**src/rtl/datapath_sequencer.sv**
```systemverilog
// datapath_sequencer: Moore FSM sequencing multiply/add/count enables.
// Ports: clk, reset, start, mode, abort, count -> enables, busy, done, error, state.
module datapath_sequencer #(
  parameter int unsigned MULT_CYCLES  = 4,
  parameter int unsigned SUM_CYCLES   = 2,
  parameter logic [3:0]  COUNT_TARGET = 4'd9,
  parameter int unsigned TIMEOUT      = 32
) (
  input  logic       clk,
  input  logic       reset,
  input  logic       start,
  input  logic [1:0] mode,
  input  logic       abort,
  input  logic [3:0] count,
  output logic       multien,
  output logic       sumen,
  output logic       Consten,
  output logic       counten,
  output logic       busy,
  output logic       done,
  output logic       error,
  output logic [2:0] state
);

  localparam int unsigned PMAX =
    (MULT_CYCLES > SUM_CYCLES) ? MULT_CYCLES : SUM_CYCLES;
  localparam int unsigned PW = $clog2(PMAX + 1);
  localparam int unsigned WW = $clog2(TIMEOUT + 1);

  localparam logic [PW-1:0] MULT_LAST = PW'(MULT_CYCLES - 1);
  localparam logic [PW-1:0] SUM_LAST  = PW'(SUM_CYCLES - 1);
  localparam logic [PW-1:0] PH_MAX    = PW'(PMAX);
  localparam logic [WW-1:0] WD_LAST   = WW'(TIMEOUT - 1);
  localparam logic [WW-1:0] WD_MAX    = WW'(TIMEOUT);

  typedef enum logic [2:0] {
    S_IDLE  = 3'd0,
    S_MULT  = 3'd1,
    S_SUM   = 3'd2,
    S_COUNT = 3'd3,
    S_DONE  = 3'd4,
    S_ERR   = 3'd5
  } state_t;

  state_t        state_q, state_d;
  logic [1:0]    mode_q, mode_d;
  logic          err_q, err_d;
  logic [PW-1:0] phase_q, phase_d;
  logic [WW-1:0] wdog_q, wdog_d;
  logic          entering;

  always_ff @(posedge clk or posedge reset) begin
    if (reset) begin
      state_q <= S_IDLE;
      mode_q  <= 2'b00;
      err_q   <= 1'b0;
      phase_q <= '0;
      wdog_q  <= '0;
    end else begin
      state_q <= state_d;
      mode_q  <= mode_d;
      err_q   <= err_d;
      phase_q <= phase_d;
      wdog_q  <= wdog_d;
    end
  end

  always_comb begin
    state_d = state_q;
    mode_d  = mode_q;
    err_d   = err_q;
    // abort wins over everything outside IDLE
    if (abort && state_q != S_IDLE) begin
      state_d = S_IDLE;
    end else begin
      case (state_q)
        S_IDLE: begin
          if (start && !abort) begin
            mode_d  = mode;
            err_d   = 1'b0;
            state_d = (mode == 2'b00 || mode == 2'b11)
                      ? S_MULT : S_SUM;
          end
        end
        S_MULT: begin
          if (phase_q == MULT_LAST)
            state_d = (mode_q == 2'b11) ? S_SUM : S_COUNT;
        end
        S_SUM: begin
          if (phase_q == SUM_LAST)
            state_d = S_COUNT;
        end
        S_COUNT: begin
          if (count == COUNT_TARGET) begin
            state_d = S_DONE;
          end else if (wdog_q == WD_LAST) begin
            state_d = S_ERR;
            err_d   = 1'b1;
          end
        end
        S_DONE:  state_d = S_IDLE;
        S_ERR:   state_d = S_IDLE;
        default: state_d = S_IDLE;
      endcase
    end

    entering = (state_d != state_q);

    // phase counter only runs in MULT/SUM; saturates
    phase_d = '0;
    if (!entering && (state_q == S_MULT || state_q == S_SUM))
      phase_d = (phase_q == PH_MAX) ? phase_q : phase_q + PW'(1);

    // watchdog only runs in COUNT; saturates
    wdog_d = '0;
    if (!entering && state_q == S_COUNT)
      wdog_d = (wdog_q == WD_MAX) ? wdog_q : wdog_q + WW'(1);
  end

  assign multien = (state_q == S_MULT);
  assign sumen   = (state_q == S_SUM);
  assign Consten = (state_q == S_SUM) && (mode_q == 2'b10);
  assign counten = (state_q == S_COUNT);
  assign done    = (state_q == S_DONE);
  assign busy    = (state_q != S_IDLE);
  assign error   = err_q;
  assign state   = state_q;

endmodule
```
**config.mk**
```make
export PLATFORM = sky130hd
export DESIGN_NAME = datapath_sequencer
export DESIGN_NICKNAME = d
export VERILOG_FILES = /design/src/rtl/datapath_sequencer.sv
export SDC_FILE = /design/constraint.sdc
export NUM_CORES = 1
export LEC_CHECK = 0
export BUFFER_PORTS_ARGS = -buffer_cell sky130_fd_sc_hd__buf_2
export CAP_MARGIN = 20
export CORE_ASPECT_RATIO = 0.8
export CORE_MARGIN = 2
export CORE_UTILIZATION = 50
export DETAILED_ROUTE_END_ITERATION = 6
export GPL_ROUTABILITY_DRIVEN = 0
export HOLD_SLACK_MARGIN = 0.02
export PLACE_DENSITY = 0.74
export REMOVE_ABC_BUFFERS = 1
export SLEW_MARGIN = 20
export SYNTH_ARGS = -nofsm -noshare
export SYNTH_HDL_FRONTEND = slang
export SYNTH_SLANG_ARGS = --single-unit
```
**constraint.sdc**
```tcl
create_clock -name clk -period 2.08 [get_ports clk]
set_input_delay 0.416 -clock clk [delete_from_list [all_inputs] [get_ports clk]]
set_output_delay 0.416 -clock clk [all_outputs]
set_load 0.005 [all_outputs]
```
# After elaboration in Yosys (flattened, before gate mapping)
# Cells that the tools add are included.
# Widths: inputs -> output; s select.
[op_classes] mux=17 addsub=2 mul=0 n_div=0 eq_ne=19 n_lt_le_gt_ge=0 n_reduce_logical=15 shift=0 n_bitwise=1
[ops] cell="$mux 3" n=8
[ops] cell="$mux 6" n=2
[ops] cell="$pmux 3 s4" n=1
[ops] cell="$eq 3x2->1 const B" n=3
[ops] cell="$ne 2x2->1 const B" n=4
[ops] cell="$add 6x1->6 const B" n=1
[ops] cell="$eq 2x2->1 const B" n=3
[ops] cell="$eq 3x1->1 const B" n=2
[ops] cell="$eq 3x3->1 const B" n=2
[ops] cell="$eq 6x5->1 const B" n=1
[ops] cell="$eq 6x6->1 const B" n=1
[ops] cell="$logic_and 1x1->1" n=5
[ops] cell="$reduce_and 5->1" n=1
[ops] cell="$eq 4x4->1 const B" n=1
[ops] cell="$mux 1" n=4
[ops] cell="$add 3x1->3 const B" n=1
[ops] cell="$logic_not 3->1" n=1
[ops] cell="$ne 3x3->1" n=1
[ops] cell="$reduce_and 3->1" n=1
[ops] cell="$reduce_bool 3->1" n=1
[ops] cell="$logic_not 1->1" n=2
[ops] cell="$logic_not 2->1" n=1
[ops] cell="$logic_or 1x1->1" n=2
[ops] cell="$mux 2" n=1
[ops] cell="other kinds (4)" n=4
[word_totals] mem_count=0 register_bits=15 in_bits=10 mem_bits_ro=0 latchBits=0 mem_bits_rw=0 wordCells=59 output_inout_bits=10

# Depth between registers and ports, before layout
# Gate-level depths: netlist of run 1.
[logic_depth] depth_word=10 ltp_mapped=6

# Worst setup path before layout of run 1
# OpenSTA, ideal clock, no wires.
[synth_timing] path_kind="reg-to-reg" startpoint="register phase_q[0]" endpoint="register phase_q[0]" setup_ns=0.122 setup_slack_ns=0.279 stages_incl_launch_ff=7 path_buffers=0 arrival_ns=1.680 required_ns=1.958 period_less_slack_ns=1.801 cell_sequence="dfrtp_1 > ha_1 > ha_1 > nand3_1 > a211oi_1 > a221o_1 > a2111oi_1"
[synth_via] elab_chain_cells=8 word_cells_on_any_way=14 classes_between="1 x add/sub; 5 x eq/ne; 6 x mux; 2 x reduce/logical"
[synth_lines] item="start, declared" line_no="48" rtl="logic [PW-1:0] phase_q, phase_d;"
[synth_lines] item="start signal, assigned" line_no="63" rtl="phase_q <= phase_d;"
[synth_lines] item="$eq 3x1->1 or $eq 3x2->1 (tied branches)" line_no="90, 86"
[synth_lines] item="$mux 3 (on tied branches)" line_no="90, 86"
[synth_lines] item="$pmux 3 s4" line_no="76" rtl="case (state_q)"
[synth_lines] item="$mux 3" line_no="73" rtl="if (abort && state_q != S_IDLE) begin"
[synth_lines] item="$ne 3x3->1" line_no="107" rtl="entering = (state_d != state_q);"
[synth_lines] item="$logic_not 1->1" line_no="111" rtl="if (!entering && (state_q == S_MULT || state_q == S_SUM))"
[synth_lines] item="$logic_and 1x1->1" line_no="111"
[synth_lines] item="$ne 2x2->1 (no line) or $mux 3 (tied branches)"
# Several ways; a longest one is shown, not always the timed one. The select of a mux whose other input is x is not followed.
# A chain may end at the register's enable or synchronous reset.

# Worst setup path after layout of run 1
[layout_timing] startpoint="register state_q[0], in the netlist state[0]" endpoint="output port Consten"
[layout_via] elab_chain_cells=2
[layout_lines] item="start, declared" line_no="45" rtl="state_t state_q, state_d;"
[layout_lines] item="start signal, assigned" line_no="60" rtl="state_q <= state_d;"
[layout_lines] item="$eq 3x2->1" line_no="122" rtl="assign Consten = (state_q == S_SUM) && (mode_q == 2'b10);"
[layout_lines] item="$logic_and 1x1->1" line_no="122"
[layout_lines] item="end, declared" line_no="17" rtl="output logic Consten,"
# No other way between the ends.

==> impl_metrics.toml, run 1 <==
[run_status]
status = "finished clean"

[grt]
overflow = 0
grt_max_degree = 16
track_usage_pct = 19.68
grt_first_pass_wirelength_um = 3194
antenna_found_initial = 0
grt_pass1_vias = 761

[setup_path]
worstPathArrival_ps = 1530
worstSetupPathType = "flop to output pin"
reg2reg_to = "phase_q[0]$_DFFE_PP0P_"
reg2reg_slack_ps = 150
reg2reg_from = "phase_q[0]$_DFFE_PP0P_"
reg2reg_depth = 6
required_ps = 1660
critPathMaxFanout = 8
worstSetupStartpointType = "flop"
cp-endpoint = "Consten"
worstSetupStartpoint = "state[0]$_DFF_PP0_"
cp-end-kind = "output pin"

[timing]
rsz0062_at_grt = "false"
setup_slack_ps = 130.4
min_period_over_period_pct = 93.73
hold_viol_final = 0
clock_skew_ps = 4.892
tightest_slew_ps = 545.4
fin_hold_ws_ps = 160.8
final_period_minus_worst_setup_slack_ps = 1950
max_freq_mhz = 512.9
maxSlewHeadroom_pct = 63.60
slew_violations = 0
tns_ps = 0
setup_viol_count_final = 0

[cells_and_area]
design_area_sq_um = 1137
drive_above_1_share_pct = 24.60
areaGrowthSynthToFinish_pct = 18.82
nNetsFinal = 143
multiInputGateArea_sq_um = 554.3
diodes = 0
regArea_sq_um = 375.4
fillers = 153

[clocking]
cts-root-buf = "clkbuf_4"
cts_hold_buf = 0
cts_made_buffers = 3
clkLatencyLatePin_ps = 280
cts_tree = "yes"
cts_max_level = 1
cts_num_sinks = 15
clock_path_buffers = 2
cts.clk_slew.worst_paths_ps = 80

[min_path]
hp-class = "input pin to async pin"

[logic_synthesis]
yosys_register_bits = 15
yosysUniqueCellTypes = 40
synth_area_sq_um = 957.2
synth_async_sr_flop_share_pct = 100.0
ys_seq_area_share_pct = 39.22
synth_top_area_share_pct = 39.22
syn_area_per_cell_sq_um = 9.384
yosysWarnings = 0
synth_edf_count = 0
synth_area_leader_cell = "dfrtp_1"
synthTopCellsByArea = "dfrtp_1 39%, ha_1 7.8%, nor2_1 5.5%"
synth_cells = 102
ys.flop_type = "dfrtp_1"

[place]
pre_cts_ws_ps = 120.3
port_buffers = 19
dp_hpwl_um = 1525
placed_cell_area_sq_um = 1099

[die]
fp.dieW_um = 52.92
start_util_pct = 52.04
die_area_sq_um = 2282
die_y_um = 43.14
io_pins = 20
rows = 14
core_area_sq_um = 1839

[routing]
wl_um = 1945
post_drt_wl_per_cell_um = 12.97
ant_nets = 0
vias = 869
drc_errors = 0
firstDrtPassIters = 4
viasPerCell = 5.793
drtIter0Drc = 27

[power_and_ir_drop]
clockPowerShare_pct = 19.1
peakVddDrop_mv = 0.4833
power_mw = 0.8484
leakage_nw = 0.5331
internal_power_mw = 0.5616
power.density_nw_per_um2 = 745.9
p_seq_share_pct = 44.3
p_comb_share_pct = 36.5
p_sw_mw = 0.2868
sw_frac_of_total_pct = 33.81

[job]
drv_cap = 0
[power by group through the flow]
stage                     sequential, mW  clock [mW]  combinational (mW)
final                              0.376       0.162               0.310
after global routing               0.381       0.183               0.342
after CTS                          0.375       0.169               0.297
after detailed placement           0.381           0               0.295
after global placement             0.379           0               0.290
after floorplan                    0.389           0               0.175
[sequential cells by signal (all words and copies together) (netlist names)]
signal	count
error	1
mode_q	2
phase_q	3
state	3
wdog_q	6
[Yosys cell counts, drive strengths merged (2+ instances only)]
cell,instances
nand3,6
buf,2
dfrtp,15
nor3,2
mux2i,2
ha,6
mux2,2
xnor2,3
nand2,9
a2111oi,3
inv,7
a21oi,2
xor2,4
o21ai,2
nor4b,2
nor2,14
[cell type report]
class	instances	share of cell area, %
clock buffer	4	2.310
multi-input combinational	77	48.73
timing repair buffer	23	11.00
tap	24	2.640
inverter	7	2.310
sequential	15	33.00
[critical path, cell delays in order, from the launching register on]
cell      delay (ps)
dfrtp_1          430
buf_4            180
nand2b_1         210
nor4b_1          270
buf_2            160
[layer usage]
layer | GRT usage (%) | vias up | share of wire (%)
met5 | 0 | - | 0
met4 | 10.77 | 0 | 1.7
met3 | 4.225 | 4 | 8.7
met2 | 26.75 | 35 | 41
met1 | 28.73 | 414 | 49
li1 | - | 416 | -
[worst min path at each step]
stage,end,cells after the start
2_1_floorplan,error$_DFFE_PP0P_,1
4_1_cts,wdog_q[4]$_DFFE_PP0P_,2
6_report,wdog_q[2]$_DFFE_PP0P_,2
3_5_place_dp,error$_DFFE_PP0P_,2
5_1_grt,wdog_q[2]$_DFFE_PP0P_,2
3_3_place_gp,error$_DFFE_PP0P_,2
[stage by stage]
step	util, %	instances
after global routing	61.84	150
after detailed placement	59.73	146
after CTS	61.16	150
after floorplan	-	99
after global placement	59.73	146
final	61.84	150
[cells in the final DEF, fill, tap and decap left out, types with 3 or more instances in the layout]
cell type and count:
nand3_1 6, clkbuf_4 3, nor2_1 14, xor2_1 4, buf_2 19, inv_1 7, dfrtp_1 15, buf_4 4
xnor2_1 3, nand2_1 9, ha_1 5
[what timing repair did]
| action | CTS | global route |
|---|---|---|
| gates resized for setup | 0 | 3 |
| setup buffers | 0 | 0 |
| setup endpoints to repair | 0 | 2 |
[cell families after synthesis]
group                      after synthesis  share of synthesized area [%]
xor gates and xnor gates                 7                          6.405
adders and majority gates                6                          7.843
DFF                                     15                          39.22
and+or+nand+nor                         45                          25.76
buffers and inverters                   10                          4.183
muxes                                    4                          4.444
AOI/OAI and AO/OA                       15                          12.16
No activity file was read; power rests on OpenSTA's default activity.
==> run 2: changes to the inputs <==
--- a/config.mk
+++ b/config.mk
@@ -7,13 +7,15 @@
 export LEC_CHECK = 0
 export BUFFER_PORTS_ARGS = -buffer_cell sky130_fd_sc_hd__buf_2
 export CAP_MARGIN = 20
+export CELL_PAD_IN_SITES_DETAIL_PLACEMENT = 1
+export CELL_PAD_IN_SITES_GLOBAL_PLACEMENT = 2
 export CORE_ASPECT_RATIO = 0.8
 export CORE_MARGIN = 2
-export CORE_UTILIZATION = 50
+export CORE_UTILIZATION = 32
 export DETAILED_ROUTE_END_ITERATION = 6
 export GPL_ROUTABILITY_DRIVEN = 0
 export HOLD_SLACK_MARGIN = 0.02
-export PLACE_DENSITY = 0.74
+export PLACE_DENSITY_LB_ADDON = 0.1
 export REMOVE_ABC_BUFFERS = 1
 export SLEW_MARGIN = 20
 export SYNTH_ARGS = -nofsm -noshare
==> run 2 against run 1 <==
Against the previous run:
- critical path depth rose by 2
- fmax rose by 0.21%
- sequential power rose by 1%
- cell area rose by 3.2%
- via count fell by 3.7%
- clock power rose by 43%
- first-iteration DRC count rose by 48%
- power rose by 9.6%
- critical path type is now flop to flop
- critical endpoint is now phase_q[0]$_DFFE_PP0P_
==> impl_metrics.toml, run 2 (synthesized netlist as in run 1, its figures left out) <==
[run_status]
status = "finished clean"

[timing]
maxSlewHeadroom_pct = 61.76
slew_violations = 0
tightest_slew_ps = 573.0
fin_hold_ws_ps = 218.6
tns_ps = 0
hold_viol_final = 0
min_period_over_period_pct = 93.53
setup_slack_ps = 134.5
setup_viol_count_final = 0
final_period_minus_worst_setup_slack_ps = 1945
max_freq_mhz = 514.0
clock_skew_ps = 2.551
rsz0062_at_grt = "false"

[routing]
ant_nets = 0
vias = 837
drc_errors = 0
wl_um = 2366
viasPerCell = 5.104
post_drt_wl_per_cell_um = 14.43
drtIter0Drc = 40
firstDrtPassIters = 4

[job]
drv_cap = 0

[setup_path]
cp-end-kind = "flop"
reg2reg_to = "phase_q[0]$_DFFE_PP0P_"
critPathMaxFanout = 5
cpMaxStageDelayCell = "dfrtp_1"
reg2reg_slack_ps = 130
slowest_delay_ps = 420
reg2reg_depth = 6
reg2reg_from = "phase_q[0]$_DFFE_PP0P_"
worstSetupPathType = "flop to flop"
worstPathArrival_ps = 2080
path_cells = "ha_1 -> ha_2 -> nand3_1 -> a211oi_1 -> a221o_1 -> a2111oi_2"
worstSetupStartpointType = "flop"
required_ps = 2210

[cells_and_area]
largest-register = "wdog_q"
instances_no_fill = 164
layout_commonest_cell = "buf_2"
areaGrowthSynthToFinish_pct = 22.61
nNetsFinal = 143
largest_register_ffs = 6
diodes = 0
fillers = 353
drive_above_1_share_pct = 24.60
layout_common_cells = "19 x buf_2, 15 x dfrtp_1, 14 x nor2_1, 9 x nand2_1, 7 x inv_1"

[grt]
antenna_found_initial = 0
grt_max_degree = 16
grt_first_pass_wirelength_um = 4243
overflow = 0
grt_pass1_vias = 886
track_usage_pct = 16.65

[clocking]
cts-root-buf = "clkbuf_8"
cts_tree = "yes"
cts_resized = 0
clock_path_buffers = 2
post_cts_buffers = 0
clkLatencyLatePin_ps = 240
cts_hold_buf = 0
cts_made_buffers = 3
cts.clk_slew.worst_paths_ps = 60
cts_num_sinks = 15
cts_max_level = 1

[die]
rows = 17
io_pins = 20
start_util_pct = 34.09
core_area_sq_um = 2808
die_y_um = 52.92
die_area_sq_um = 3447
fp.dieW_um = 65.15

[min_path]
hp-class = "input pin to async pin"

[power_and_ir_drop]
leakage_nw = 0.5408
peakVddDrop_mv = 0.4164
power.density_nw_per_um2 = 792.1

[place]
pre_cts_ws_ps = 109.1
port_buffers = 19
dp_hpwl_um = 1978
dp.cells = 160
## run 2: metrics by stage
| step | power, mW | util [%] | area [sq um] |
|---|---|---|---|
| floorplan | 0.5647 | - | 943.4 |
| global placement | 0.6806 | 39.75 | 1116 |
| detailed placement | 0.6933 | 39.75 | 1116 |
| CTS | 0.9299 | 41.35 | 1161 |
| global route | 1.003 | 41.80 | 1174 |
| finish | 0.9296 | 41.80 | 1174 |
## run 2: area by class of cell
class | instances | area [sq um] | area share, %
multi-input cells | 77 | 554.3 | 47.23
flip-flops and latches | 15 | 375.4 | 31.98
repair buffers | 23 | 125.1 | 10.66
well taps | 38 | 47.55 | 4.051
clock buffers | 4 | 45.04 | 3.838
inverters | 7 | 26.28 | 2.239
## run 2: power breakdown
group | leakage, nW | switching, mW | total, mW | internal (mW)
clock | 0.0228 | 0.0955 | 0.231 | 0.135
combinational | 0.315 | 0.164 | 0.317 | 0.153
sequential | 0.203 | 0.0462 | 0.381 | 0.335
## run 2: how the worst max path moves through the flow
stage,depth (start not counted),startpoint,endpoint,slack (ps)
2_1_floorplan,6,phase_q[0]$_DFFE_PP0P_,phase_q[0]$_DFFE_PP0P_,280
3_3_place_gp,6,phase_q[0]$_DFFE_PP0P_,phase_q[0]$_DFFE_PP0P_,190
3_5_place_dp,6,phase_q[0]$_DFFE_PP0P_,phase_q[1]$_DFFE_PP0P_,110
4_1_cts,6,phase_q[0]$_DFFE_PP0P_,phase_q[0]$_DFFE_PP0P_,90
5_1_grt,6,phase_q[0]$_DFFE_PP0P_,phase_q[0]$_DFFE_PP0P_,50
6_report,6,phase_q[0]$_DFFE_PP0P_,phase_q[0]$_DFFE_PP0P_,130
## run 2: routing by layer
layer  GRT usage, %  up-vias  wire length (um)  part of all wire (%)
li1               -      412                 -                     -
met1          23.29      402              1248                    53
met2          25.43       21               971                    41
met3          4.043        2               126                   5.3
met4          5.208        0                20                  0.85
met5              0        -                 0                     0
## run 2: critical path: cells and delay by family, from the launching register on
family,cells,cell delay [ps]
AO/OA/AOI/OAI,3,840
adder cells (fa/ha/maj),2,450
flip-flops,1,420
AND/OR/NAND/NOR,1,130
==> run 3: changes to the inputs <==
--- a/config.mk
+++ b/config.mk
@@ -11,9 +11,11 @@
 export CELL_PAD_IN_SITES_GLOBAL_PLACEMENT = 2
 export CORE_ASPECT_RATIO = 0.8
 export CORE_MARGIN = 2
-export CORE_UTILIZATION = 32
+export CORE_UTILIZATION = 34
+export CTS_BUF_LIST = sky130_fd_sc_hd__clkbuf_4 sky130_fd_sc_hd__clkbuf_8
 export DETAILED_ROUTE_END_ITERATION = 6
 export GPL_ROUTABILITY_DRIVEN = 0
+export GPL_TIMING_DRIVEN = 0
 export HOLD_SLACK_MARGIN = 0.02
 export PLACE_DENSITY_LB_ADDON = 0.1
 export REMOVE_ABC_BUFFERS = 1
==> run 3 against run 2 <==
Against the previous run:
- via count up 0.12%
- critical path depth unchanged
- global-route usage down 0.18 points
- sequential power up 7.6%
- fmax down 2.6%
- register-to-register slack worse by 50 ps
- power down 2.4%
- clock skew up 4.9 ps
- worst hold slack worse by 35 ps
- critical path type unchanged
- critical endpoint is now phase_q[1]$_DFFE_PP0P_
- largest power group unchanged
==> impl_metrics.toml, run 3 (synthesized netlist as in run 1, its figures left out) <==
[timing]
setup_slack_ps = 83.10
tightest_slew_ps = 801.4
fin_hold_ws_ps = 183.3
tns_ps = 0
final_period_minus_worst_setup_slack_ps = 1997
max_freq_mhz = 500.8
clock_skew_ps = 7.471
min_period_over_period_pct = 96.00
slew_violations = 0
hold_viol_final = 0
setup_viol_count_final = 0
maxSlewHeadroom_pct = 45.85

[routing]
viasPerCell = 5.205
wl_um = 2492
post_drt_wl_per_cell_um = 15.48
ant_nets = 0
firstDrtPassIters = 4
vias = 838
drtIter0Drc = 42
drc_errors = 0

[clocking]
clkLatencyLatePin_ps = 290
cts_hold_buf = 0
cts_tree = "yes"
cts_num_sinks = 15
cts_made_buffers = 3
cts_max_level = 1
clock_path_buffers = 2
cts.clk_slew.worst_paths_ps = 100
cts-root-buf = "clkbuf_4"

[cells_and_area]
diodes = 0
largest-register = "wdog_q"
nNetsFinal = 140
largest_register_ffs = 6
layout_common_cells = "19 x buf_2, 14 x nor2_1, 13 x dfrtp_1, 9 x nand2_1, 7 x inv_1"
design_area_sq_um = 1180
drive_above_1_share_pct = 26.83
layout_commonest_cell = "buf_2"
areaGrowthSynthToFinish_pct = 23.27
instances_no_fill = 161
postLayoutCoreUtil_pct = 43.34

[die]
io_pins = 20
die_y_um = 51.46
fp.dieW_um = 63.32
die_area_sq_um = 3258
core_area_sq_um = 2723
rows = 17
start_util_pct = 35.16

[grt]
grt_pass1_vias = 830
track_usage_pct = 16.47
antenna_found_initial = 0
grt_max_degree = 16
overflow = 0
grt_first_pass_wirelength_um = 4133

[min_path]
hp-class = "input pin to async pin"

[setup_path]
worstPathArrival_ps = 2170
worstSetupStartpointType = "flop"
worstSetupPathType = "flop to flop"
critPathMaxFanout = 5
cp-end-kind = "flop"
required_ps = 2260

[place]
dp_hpwl_um = 1764
port_buffers = 19
placed_cell_area_sq_um = 1086
pre_cts_ws_ps = -40.23
dp.cells = 156

[power_and_ir_drop]
leakage_nw = 0.5215
power_mw = 0.9075
peakVddDrop_mv = 0.3582
power.density_nw_per_um2 = 769.2

[job]
drv_cap = 0

[run_status]
status = "finished clean"
## run 3: cell types whose count changed in the layout (fill, tap and decap cells not counted), sizes merged
cell / change
buf: -3
## run 3: metal layers
layer,track usage (%),wire [um],vias to the layer above
met4,3.261,19,0
met3,4.626,128,2
met2,24.56,1032,22
met5,0,0,-
met1,23.83,1311,407
li1,-,-,407
## run 3: path summary, 6_finish.rpt
path                       slack [ps]  depth (start not counted)                     end              startpoint
max in group asynchronous        1470                          2      state[0]$_DFF_PP0_                   reset
min in group clk                  370                          2   mode_q[0]$_DFFE_PP0P_                 mode[0]
hold reg to reg                   490                          2       error$_DFFE_PP0P_       error$_DFFE_PP0P_
setup reg to reg                   80                          6  phase_q[1]$_DFFE_PP0P_  phase_q[0]$_DFFE_PP0P_
hold / removal                    180                          2  phase_q[2]$_DFFE_PP0P_                   reset
setup / recovery                   80                          6  phase_q[1]$_DFFE_PP0P_  phase_q[0]$_DFFE_PP0P_
## run 3: where the power goes
group	total (mW)	switching, mW	internal [mW]	leakage (nW)
clock	0.188	0.101	0.0875	0.0184
combinational	0.310	0.155	0.155	0.303
sequential	0.410	0.0733	0.337	0.200
## run 3: layout make-up
| cell class | count | area (sq um) |
|---|---|---|
| fill | 334 | 1543 |
| multi-input combinational | 77 | 595.6 |
| sequential | 15 | 377.9 |
| timing repair buffer | 20 | 102.6 |
| tap | 38 | 47.55 |
| clock buffer | 4 | 30.03 |
| inverter | 7 | 26.28 |
## run 3: critical path, stage by stage (launching register included)
cell	delay [ps]
dfrtp_1	430
ha_1	260
ha_4	200
nand3_2	100
a211oi_1	80
a221o_2	450
a2111oi_4	360
## run 3: repair_timing
item                       4_1_cts  5_1_grt
pin swaps                        1        2
buffers inserted                 0        1
setup endpoints to repair        2        3
gates resized for setup          2        8
